File: src/rtl/pwm_pkg.sv
// Shared constants and FSM state type for the PWM period/high-time calculator.
package pwm_pkg;

    localparam int unsigned CLK_HZ_DEF = 50_000_000;
    localparam int unsigned PCT_DIV    = 100;
    localparam int unsigned CNT_W_DEF  = 24;
    localparam int unsigned CNT_MAX    = (1 << CNT_W_DEF) - 1;

    typedef enum logic [2:0] {
        ST_IDLE,
        ST_DIV_P,
        ST_MUL,
        ST_DIV_H,
        ST_COMMIT
    } pwm_state_e;

endpackage

File: src/rtl/seq_divider.sv
// Restoring unsigned divider: one quotient bit per cycle, the first bit resolved on the start edge.
module seq_divider #(
    parameter int unsigned W = 32
) (
    input  logic         clk,
    input  logic         rst,
    input  logic         start,
    input  logic [W-1:0] dividend,
    input  logic [W-1:0] divisor,
    output logic [W-1:0] quotient,
    output logic         busy,
    output logic         done
);

    localparam int unsigned CW = $clog2(W);

    logic [W-1:0]  rem_q, rem_d;
    logic [W-1:0]  dvd_q, dvd_d;
    logic [W-1:0]  dsr_q, dsr_d;
    logic [CW-1:0] cnt_q, cnt_d;
    logic          busy_q, busy_d;
    logic          done_q, done_d;

    logic [W-1:0]  rem_in, dvd_in, dsr_in, rem_next, dvd_next;
    logic [W:0]    shifted, diff;
    logic          ge;

    always_comb begin
        rem_in   = start ? '0 : rem_q;
        dvd_in   = start ? dividend : dvd_q;
        dsr_in   = start ? divisor : dsr_q;
        shifted  = {rem_in, dvd_in[W-1]};
        diff     = shifted - {1'b0, dsr_in};
        ge       = (shifted >= {1'b0, dsr_in});
        rem_next = ge ? diff[W-1:0] : shifted[W-1:0];
        dvd_next = {dvd_in[W-2:0], ge};
    end

    always_comb begin
        rem_d  = rem_q;
        dvd_d  = dvd_q;
        dsr_d  = dsr_q;
        cnt_d  = cnt_q;
        busy_d = busy_q;
        done_d = 1'b0;
        if (start) begin
            rem_d  = rem_next;
            dvd_d  = dvd_next;
            dsr_d  = divisor;
            cnt_d  = CW'(W - 1);
            busy_d = 1'b1;
        end else if (busy_q) begin
            rem_d = rem_next;
            dvd_d = dvd_next;
            cnt_d = cnt_q - 1'b1;
            if (cnt_q == CW'(1)) begin
                busy_d = 1'b0;
                done_d = 1'b1;
            end
        end
    end

    always_ff @(posedge clk or posedge rst) begin
        if (rst) begin
            rem_q  <= '0;
            dvd_q  <= '0;
            dsr_q  <= '0;
            cnt_q  <= '0;
            busy_q <= 1'b0;
            done_q <= 1'b0;
        end else begin
            rem_q  <= rem_d;
            dvd_q  <= dvd_d;
            dsr_q  <= dsr_d;
            cnt_q  <= cnt_d;
            busy_q <= busy_d;
            done_q <= done_d;
        end
    end

    assign quotient = dvd_q;
    assign busy     = busy_q;
    assign done     = done_q;

endmodule

File: src/rtl/pwm_param_calc.sv
// Converts freq_hz/duty_pct into PWM period/high-time cycle counts with one shared sequential divider.
module pwm_param_calc
    import pwm_pkg::*;
#(
    parameter int unsigned CLK_HZ = CLK_HZ_DEF,
    parameter int unsigned FREQ_W = 9,
    parameter int unsigned DUTY_W = 8,
    parameter int unsigned CNT_W  = CNT_W_DEF,
    parameter int unsigned DIV_W  = 32
) (
    input  logic              clk,
    input  logic              rst,
    input  logic [FREQ_W-1:0] freq_hz,
    input  logic [DUTY_W-1:0] duty_pct,
    input  logic              start,
    output logic [CNT_W-1:0]  period_cyc,
    output logic [CNT_W-1:0]  htime_cyc,
    output logic              valid,
    output logic              busy,
    output logic              done
);

    localparam logic [CNT_W-1:0] CNT_ONES = '1;

    pwm_state_e        state_q, state_d;
    logic [FREQ_W-1:0] freq_q, freq_d;
    logic [DUTY_W-1:0] duty_q, duty_d;
    logic [CNT_W-1:0]  pcalc_q, pcalc_d;
    logic [CNT_W-1:0]  period_q, period_d;
    logic [CNT_W-1:0]  htime_q, htime_d;
    logic              valid_q, valid_d;
    logic              busy_q, busy_d;
    logic              done_q, done_d;
    logic              pending_q, pending_d;

    logic              go;
    logic              div_start, div_busy, div_done;
    logic [DIV_W-1:0]  div_dividend, div_divisor, div_quo;

    seq_divider #(.W(DIV_W)) u_div (
        .clk      (clk),
        .rst      (rst),
        .start    (div_start),
        .dividend (div_dividend),
        .divisor  (div_divisor),
        .quotient (div_quo),
        .busy     (div_busy),
        .done     (div_done)
    );

    always_ff @(posedge clk or posedge rst) begin
        if (rst) begin
            state_q   <= ST_IDLE;
            freq_q    <= '0;
            duty_q    <= '0;
            pcalc_q   <= '0;
            period_q  <= '0;
            htime_q   <= '0;
            valid_q   <= 1'b0;
            busy_q    <= 1'b0;
            done_q    <= 1'b0;
            pending_q <= 1'b0;
        end else begin
            state_q   <= state_d;
            freq_q    <= freq_d;
            duty_q    <= duty_d;
            pcalc_q   <= pcalc_d;
            period_q  <= period_d;
            htime_q   <= htime_d;
            valid_q   <= valid_d;
            busy_q    <= busy_d;
            done_q    <= done_d;
            pending_q <= pending_d;
        end
    end

    assign go = (state_q == ST_IDLE) && (start || pending_q);

    always_comb begin
        state_d = state_q;
        case (state_q)
            ST_IDLE:   if (go) state_d = (freq_hz == '0) ? ST_COMMIT : ST_DIV_P;
            ST_DIV_P:  if (div_done) state_d = ST_MUL;
            ST_MUL:    state_d = ST_DIV_H;
            ST_DIV_H:  if (div_done) state_d = ST_COMMIT;
            ST_COMMIT: state_d = ST_IDLE;
            default:   state_d = ST_IDLE;
        endcase
    end

    always_comb begin
        freq_d    = freq_q;
        duty_d    = duty_q;
        pcalc_d   = pcalc_q;
        period_d  = period_q;
        htime_d   = htime_q;
        valid_d   = valid_q;
        busy_d    = busy_q;
        done_d    = 1'b0;
        pending_d = pending_q;
        if (state_q != ST_IDLE && start) pending_d = 1'b1;
        if (go) begin
            pending_d = 1'b0;
            busy_d    = 1'b1;
            freq_d    = freq_hz;
            duty_d    = (duty_pct > DUTY_W'(PCT_DIV)) ? DUTY_W'(PCT_DIV) : duty_pct;
            pcalc_d   = '0;
        end
        if (state_q == ST_DIV_P && div_done)
            pcalc_d = (div_quo > DIV_W'(CNT_ONES)) ? CNT_ONES : div_quo[CNT_W-1:0];
        // A zero period can only come from the freq_hz=0 shortcut, which never ran a divide.
        if (state_q == ST_COMMIT) begin
            period_d = pcalc_q;
            htime_d  = (pcalc_q == '0) ? '0 : div_quo[CNT_W-1:0];
            valid_d  = 1'b1;
            done_d   = 1'b1;
            busy_d   = 1'b0;
        end
    end

    always_comb begin
        div_start    = 1'b0;
        div_dividend = DIV_W'(CLK_HZ);
        div_divisor  = DIV_W'(freq_q);
        if (state_q == ST_DIV_P) begin
            div_start = !div_busy && !div_done;
        end else if (state_q == ST_MUL) begin
            div_start    = 1'b1;
            div_dividend = DIV_W'(pcalc_q) * DIV_W'(duty_q);
            div_divisor  = DIV_W'(PCT_DIV);
        end
    end

    assign period_cyc = period_q;
    assign htime_cyc  = htime_q;
    assign valid      = valid_q;
    assign busy       = busy_q;
    assign done       = done_q;

endmodule

File: config.mk
export PLATFORM = sky130hd
export DESIGN_NAME = pwm_param_calc
export DESIGN_NICKNAME = d
export VERILOG_FILES = /design/src/rtl/pwm_pkg.sv /design/src/rtl/seq_divider.sv /design/src/rtl/pwm_param_calc.sv
export SDC_FILE = /design/constraint.sdc
export NUM_CORES = 1
export LEC_CHECK = 0
export CAP_MARGIN = 10
export CORE_MARGIN = 3
export CORE_UTILIZATION = 54
export CTS_CLUSTER_DIAMETER = 40
export DETAILED_ROUTE_END_ITERATION = 10
export GPL_TIMING_DRIVEN = 0
export MAX_ROUTING_LAYER = met4
export PLACE_DENSITY_LB_ADDON = 0.08
export SLEW_MARGIN = 20
export SYNTH_ARGS = -nofsm -noshare
export SYNTH_HDL_FRONTEND = slang
export SYNTH_HIERARCHICAL = 1
export SYNTH_SLANG_ARGS = --single-unit
File: constraint.sdc
create_clock -name clk -period 8.46 [get_ports clk]
set_input_delay 1.269 -clock clk [delete_from_list [all_inputs] [get_ports clk]]
set_output_delay 1.269 -clock clk [all_outputs]
set_load 0.01 [all_outputs]
==> results.yml, run 1 <==
status:
  status: "finished clean"
clock_tree:
  cts_resized: 0
  ctsHoldBuffers: 0
  cts_buffer_depth: 2
  htree_levels: 4
  cts_setup_buffers: 0
  root_buffer: "clkbuf_16"
  numCtsBuffers: 17
  cts_tree: "done"
  cts_sinks: 199
  clk_pin_slew_ps: 80
  clk_latency_ps: 470
routing:
  first_pass_iters: 7
  vias_per_cell: 5.766
  vias: 13557
  post-route-drc-count: 0
  ant_nets: 0
  routed_wl_mm: 45.68
  drtIter0Drc: 858
  wire_per_inst_um: 19.43
setup_path:
  crit_type: "reg -> reg"
  start_kind: "flop"
  end_kind: "flop"
  slowest_stage: "fa_1"
  arrival_ps: 8370
  cp.required_ps: 8780
  cp_common_cell: "fa_1"
  r2r_start: "duty_q[7]$_DFFE_PP0P_"
  startpoint: "duty_q[7]$_DFFE_PP0P_"
  worstPathMaxFanout: 10
  cp_slowest_stage_delay_ps: 560
timing:
  hold_viol: 0
  period_share_pct: 95.22
  skew_ps: 10.35
  timing.setup.tns_ps: 0
  slew_headroom_pct: 38.08
  finalMaxSlewViolations: 0
  worst_pin_slew_ps: 928.9
  min_period_ps: 8055
  rsz0062_at_grt: "no"
  finalSetupViolCount: 0
  max_freq_ghz: 0.1241
logic_synthesis:
  synthFlopType: "dfrtp_1"
  syn_avg_cell_area_um2: 9.308
  yosysWarningCount: 6
  synth_area_mm2: 0.01707
  synth-async-reset-ratio_pct: 100.0
  yosysSeqAreaShare_pct: 29.17
  synth_edf_count: 0
  ys_types: 81
  ys_seq_elements: 199
  netlist_instances: 1834
cells_and_area:
  drive_gt1_share_pct: 7.570
  area_growth_pct: 11.62
  diodes: 0
  nets: 2181
  finalNonFillerCells: 2351
placement:
  io_buffers: 70
  place_inst: 2324
  place_hpwl_mm: 35.33
  place.gp.congestion: 0.9609
global_route:
  grt_pass1_wl_mm: 74.76
  track_usage_pct: 29.11
  grt_pass1_vias: 13837
  grt_max_degree: 76
  grt-ovfl-total: 0
  antenna_found_initial: 0
floorplanning:
  io_pins: 71
  die-area_mm2: 0.03378
  core_area_mm2: 0.03091
  die_width_um: 183.8
  rows: 64
  die_h_um: 183.8
  initial_core_util_pct: 55.23
pwr:
  ir_drop_mv: 0.2932
  p_per_area_mw_per_mm2: 413.2
  p_leak_nw: 9.165
run:
  cap_violations: 0
hold_path:
  hold_start: "valid$_DFFE_PP0P_"
  hold_path.class: "reg -> reg"
[sequential cells by signal, summed over array words and instances (netlist names)]
signal and flops:
busy 1, u_div/busy 1, pending_q 1, u_div/rem_q 32
pcalc_q 24, state_q 3, duty_q 8, done 1
htime_cyc 24, valid 1, u_div/dsr_q 32, u_div/done 1
period_cyc 24, u_div/quotient 32, freq_q 9, u_div/cnt_q 5
[path summary, 6_finish.rpt]
check                                               to  slack [ps]  cells after the start
setup / recovery           u_div/rem_q[12]$_DFFE_PP0P_         400                     29
hold / removal                       valid$_DFFE_PP0P_         470                      1
max in group asynchronous     u_div/dsr_q[5]$_DFF_PP0_        6510                      3
min in group asynchronous  u_div/rem_q[27]$_DFFE_PP0P_        1260                      2
setup reg to reg           u_div/rem_q[12]$_DFFE_PP0P_         400                     29
hold reg to reg                      valid$_DFFE_PP0P_         470                      1
[power breakdown]
part           switching (mW)  total, mW  internal, mW
logic                    3.26       5.43          2.17
clock network           0.446      0.849         0.403
registers               0.283       1.59          1.31
total                    3.99       7.87          3.88
[layout make-up]
class                   count  area (µm²)
well taps                 396       495.5
clock buffers              17       425.4
inverters                 199       757.0
clock inverters            15       178.9
multi-input cells        1341       10890
repair buffers             72       755.7
plain buffers             112       571.8
flip-flops and latches    199        4981
fillers                  2730       11860
[cell usage in the layout, fill, tap and decap left out, drive strengths merged, types with 23 or more instances in the layout]
cell / count
a21o: 27
a21oi: 95
a22o: 28
a31oi: 31
and2: 161
buf: 27
clkbuf: 104
clkdlybuf4s50: 70
conb: 23
dfrtp: 199
fa: 133
ha: 86
inv: 207
mux2: 35
mux2i: 73
nand2: 136
nor2: 118
nor2b: 54
nor3: 23
o21ai: 62
o22ai: 23
xnor2: 30
[through the flow]
| stage | utilization (%) | setup WS, ps | area (µm²) | power, mW | hold slack [ps] |
|---|---|---|---|---|---|
| finish | 61.65 | 404.7 | 19050 | 7.873 | 471.3 |
| floorplan | - | 1770 | 17150 | 5.581 | 452.9 |
| global route | 61.65 | 18.14 | 19050 | 8.612 | 494.4 |
| detailed placement | 59.59 | 159.0 | 18420 | 6.898 | 455.2 |
| global placement | 59.37 | 221.9 | 18350 | 6.816 | 450.0 |
| CTS | 61.54 | 50.48 | 19020 | 7.822 | 476.8 |
[cell usage after synthesis, drive strengths merged (4+ instances only)]
cell     number  share of area, %
nor2b        54               2.0
nand3        16              0.50
o22ai        23               1.2
o31ai         4              0.21
nor4         18              0.66
or2           6              0.23
nor3b         6              0.29
clkbuf       92               2.3
o21ai        62               1.9
mux2         35               2.3
xor2         22               1.1
o21bai       10              0.44
a211oi        6              0.26
nand2       136               3.0
a22o         28               1.4
and2b         6              0.26
a2111oi       7              0.51
nor2        118               2.6
ha           86               6.3
fa          133                16
a21o         27               1.2
nand2b       14              0.51
mux2i        73               4.3
a41oi         4              0.21
o211ai        6              0.29
buf          25               1.1
a21oi        95               2.8
and2        161               5.9
o21a         10              0.44
a31oi        31               1.2
xnor2        30               1.5
and3          9              0.34
dfrtp       199                29
inv         199               4.4
nor3         23              0.76
and4          4              0.21
nand4        20              0.73
[metal layers]
| layer | wire length [µm] | GRT usage [%] | vias up |
|---|---|---|---|
| met4 | 1753 | 10.70 | 0 |
| met3 | 1990 | 3.740 | 97 |
| met2 | 21920 | 46.59 | 340 |
| li1 | - | - | 6317 |
| met1 | 20010 | 38.36 | 6803 |
| met5 | 0 | - | - |
[critical path: cells and delay by family (launching register included)]
kind,cells,cell delay (ps)
AOI/OAI and AO/OA,9,2590
xor gates and xnor gates,1,180
adders and majority gates,6,2760
buffers and inverters,6,870
DFF,1,450
muxes,2,470
and+or+nand+nor,5,560
[cells by family (layout without fill, tap and decap cells)]
kind of cell | Yosys count | after routing | share of synthesized area (%)
buffers and inverters | 316 | 415 | 7.747
muxes | 108 | 108 | 6.589
DFF | 199 | 199 | 29.17
other | 1 | 23 | 0.02197
AOI/OAI and AO/OA | 342 | 342 | 13.63
and+or+nand+nor | 597 | 597 | 18.27
xor gates and xnor gates | 52 | 52 | 2.668
adders and majority gates | 219 | 219 | 21.90
(Power assumes the default switching activity.)
==> inputs of run 2 (changes only) <==
--- a/config.mk
+++ b/config.mk
@@ -13,6 +13,7 @@
 export GPL_TIMING_DRIVEN = 0
 export MAX_ROUTING_LAYER = met4
 export PLACE_DENSITY_LB_ADDON = 0.08
+export SETUP_SLACK_MARGIN = 0.3
 export SLEW_MARGIN = 20
 export SYNTH_ARGS = -nofsm -noshare
 export SYNTH_HDL_FRONTEND = slang
==> constraint.sdc (replaced) <==
create_clock -name clk -period 8.46 [get_ports clk]
set_input_delay 1.269 -clock clk [delete_from_list [all_inputs] [get_ports clk]]
set_output_delay 1.269 -clock clk [all_outputs]
set_load 0.1 [all_outputs]
==> run 2 against run 1 <==
Net effect:
- combinational power increased by 2%
- register-to-register slack improved by 290 ps
- critical path type unchanged
- worst setup slack gained 290 ps
- first-iteration DRC count down 5.9%
- global-route usage barely moved
- clock power about the same
- routed wire length grew 0.14%
- clock skew is essentially flat
- die area did not move
- utilization is 0.29 points higher
- critical path depth decreased by 1
- largest power group unchanged
==> results.yml, run 2 (synthesized netlist as in run 1, its figures left out) <==
cells_and_area:
  drive_gt1_share_pct: 8.618
  nets: 2187
  layout_common_cells: "197 x inv_1, 197 x dfrtp_1, 161 x and2_1"
  area_growth_pct: 12.14
  design_area_mm2: 0.01914
  finalNonFillerCells: 2357
  diodes: 0
  fillers: 2721
floorplanning:
  die_width_um: 183.8
  rows: 64
  die-area_mm2: 0.03378
  initial_core_util_pct: 55.23
  core_area_mm2: 0.03091
  io_pins: 71
  die_h_um: 183.8
status:
  status: "finished clean"
clock_tree:
  root_buffer: "clkbuf_16"
  numCtsBuffers: 17
  cts_sinks: 199
  ctsHoldBuffers: 0
  clk_pin_slew_ps: 80
  clk_latency_ps: 460
  cts_buffer_depth: 2
  htree_levels: 4
  cts_tree: "done"
routing:
  vias_per_cell: 5.737
  ant_nets: 0
  routed_wl_mm: 45.74
  first_pass_iters: 5
  drtIter0Drc: 807
  vias: 13521
  wire_per_inst_um: 19.41
  post-route-drc-count: 0
global_route:
  grt_max_degree: 76
  track_usage_pct: 29.11
  grt_pass1_vias: 13834
  antenna_found_initial: 0
  grt_pass1_wl_mm: 74.77
  grt-ovfl-total: 0
placement:
  place_area_mm2: 0.01842
  place_inst: 2324
  place.gp.congestion: 0.9609
  io_buffers: 70
  place_hpwl_mm: 35.33
timing:
  finalMaxSlewViolations: 0
  skew_ps: 10.06
  slew_headroom_pct: 34.91
  hold_viol: 0
  timing.setup.tns_ps: 0
  min_period_ps: 7768
  finalSetupViolCount: 0
  worst_pin_slew_ps: 973.4
  rsz0062_at_grt: "no"
  period_share_pct: 91.83
  max_freq_ghz: 0.1287
setup_path:
  cp.required_ps: 8780
  worstPathMaxFanout: 10
  cp_common_cell: "fa_1"
  start_kind: "flop"
  end_kind: "flop"
  slowest_stage: "fa_1"
  arrival_ps: 8090
  cp_slowest_stage_delay_ps: 570
  crit_type: "reg -> reg"
pwr:
  ir_drop_mv: 0.2904
  p_per_area_mw_per_mm2: 414.6
  p_leak_nw: 9.225
run:
  cap_violations: 0
hold_path:
  hold_path.class: "reg -> reg"
==> run 2: changes by cell type in the layout (fill, tap and decap cells not counted), sizes merged <==
cell / previous run / this run
clkbuf: 104 / 107
buf: 27 / 30
==> run 2: worst paths after layout <==
kind / depth (start not counted) / start / to / slack [ps]
setup reg to reg: 28 / duty_q[6]$_DFFE_PP0P_ / u_div/rem_q[12]$_DFFE_PP0P_ / 690
hold / removal: 1 / valid$_DFFE_PP0P_ / valid$_DFFE_PP0P_ / 470
setup / recovery: 28 / duty_q[6]$_DFFE_PP0P_ / u_div/rem_q[12]$_DFFE_PP0P_ / 690
min in group asynchronous: 2 / rst / u_div/rem_q[27]$_DFFE_PP0P_ / 1260
hold reg to reg: 1 / valid$_DFFE_PP0P_ / valid$_DFFE_PP0P_ / 470
max in group asynchronous: 3 / rst / u_div/dsr_q[5]$_DFF_PP0_ / 6520
==> run 2: metrics by stage <==
step	setup slack, ps	utilization, %	total power, mW	hold WS (ps)
after floorplan	1770	-	5.592	452.9
final	691.6	61.93	7.937	471.3
after CTS	330.2	61.63	7.840	476.8
after global placement	221.9	59.37	6.827	450.0
after detailed placement	159.0	59.59	6.908	455.2
after global routing	299.0	61.93	8.677	494.4
==> run 2: repair_timing <==
| action | 4_1_cts | 5_1_grt |
|---|---|---|
| setup endpoints to repair | 33 | 33 |
| resized for setup | 8 | 53 |
| pin swaps | 0 | 3 |
| setup buffers | 0 | 1 |
==> run 2: critical path: cells and delay by family, from the launching register on <==
family	cells	cell delay (ps)
AOI/OAI and AO/OA	7	1530
xor gates and xnor gates	1	240
buffers and inverters	5	680
and+or+nand+nor	7	1380
DFF	1	480
muxes	2	470
adders and majority gates	6	2830
==> run 2: cell type report <==
| class | instances | area [µm²] | share of cell area (%) |
|---|---|---|---|
| Tap cell | 396 | 495.5 | 2.588 |
| Clock buffer | 17 | 425.4 | 2.222 |
| Inverter | 199 | 757.0 | 3.954 |
| Clock inverter | 15 | 178.9 | 0.9346 |
| Buffer | 117 | 610.6 | 3.190 |
| Sequential cell | 199 | 4982 | 26.03 |
| Timing Repair Buffer | 73 | 763.2 | 3.987 |
| Multi-Input combinational cell | 1341 | 10930 | 57.10 |
==> run 2: per-layer routing <==
metal	vias to the layer above	wire (µm)	global-route usage (%)
met5	-	0	-
met4	0	1675	10.37
met3	84	1935	3.680
met2	356	22050	46.77
met1	6749	20080	38.38
li1	6332	-	-
==> run 2: power by group <==
group	leakage, nW	total [mW]	internal [mW]	switching, mW
sequential	2.53	1.57	1.31	0.254
combinational	6.41	5.52	2.19	3.33
clock	0.295	0.849	0.403	0.446
total	9.23	7.94	3.91	4.03
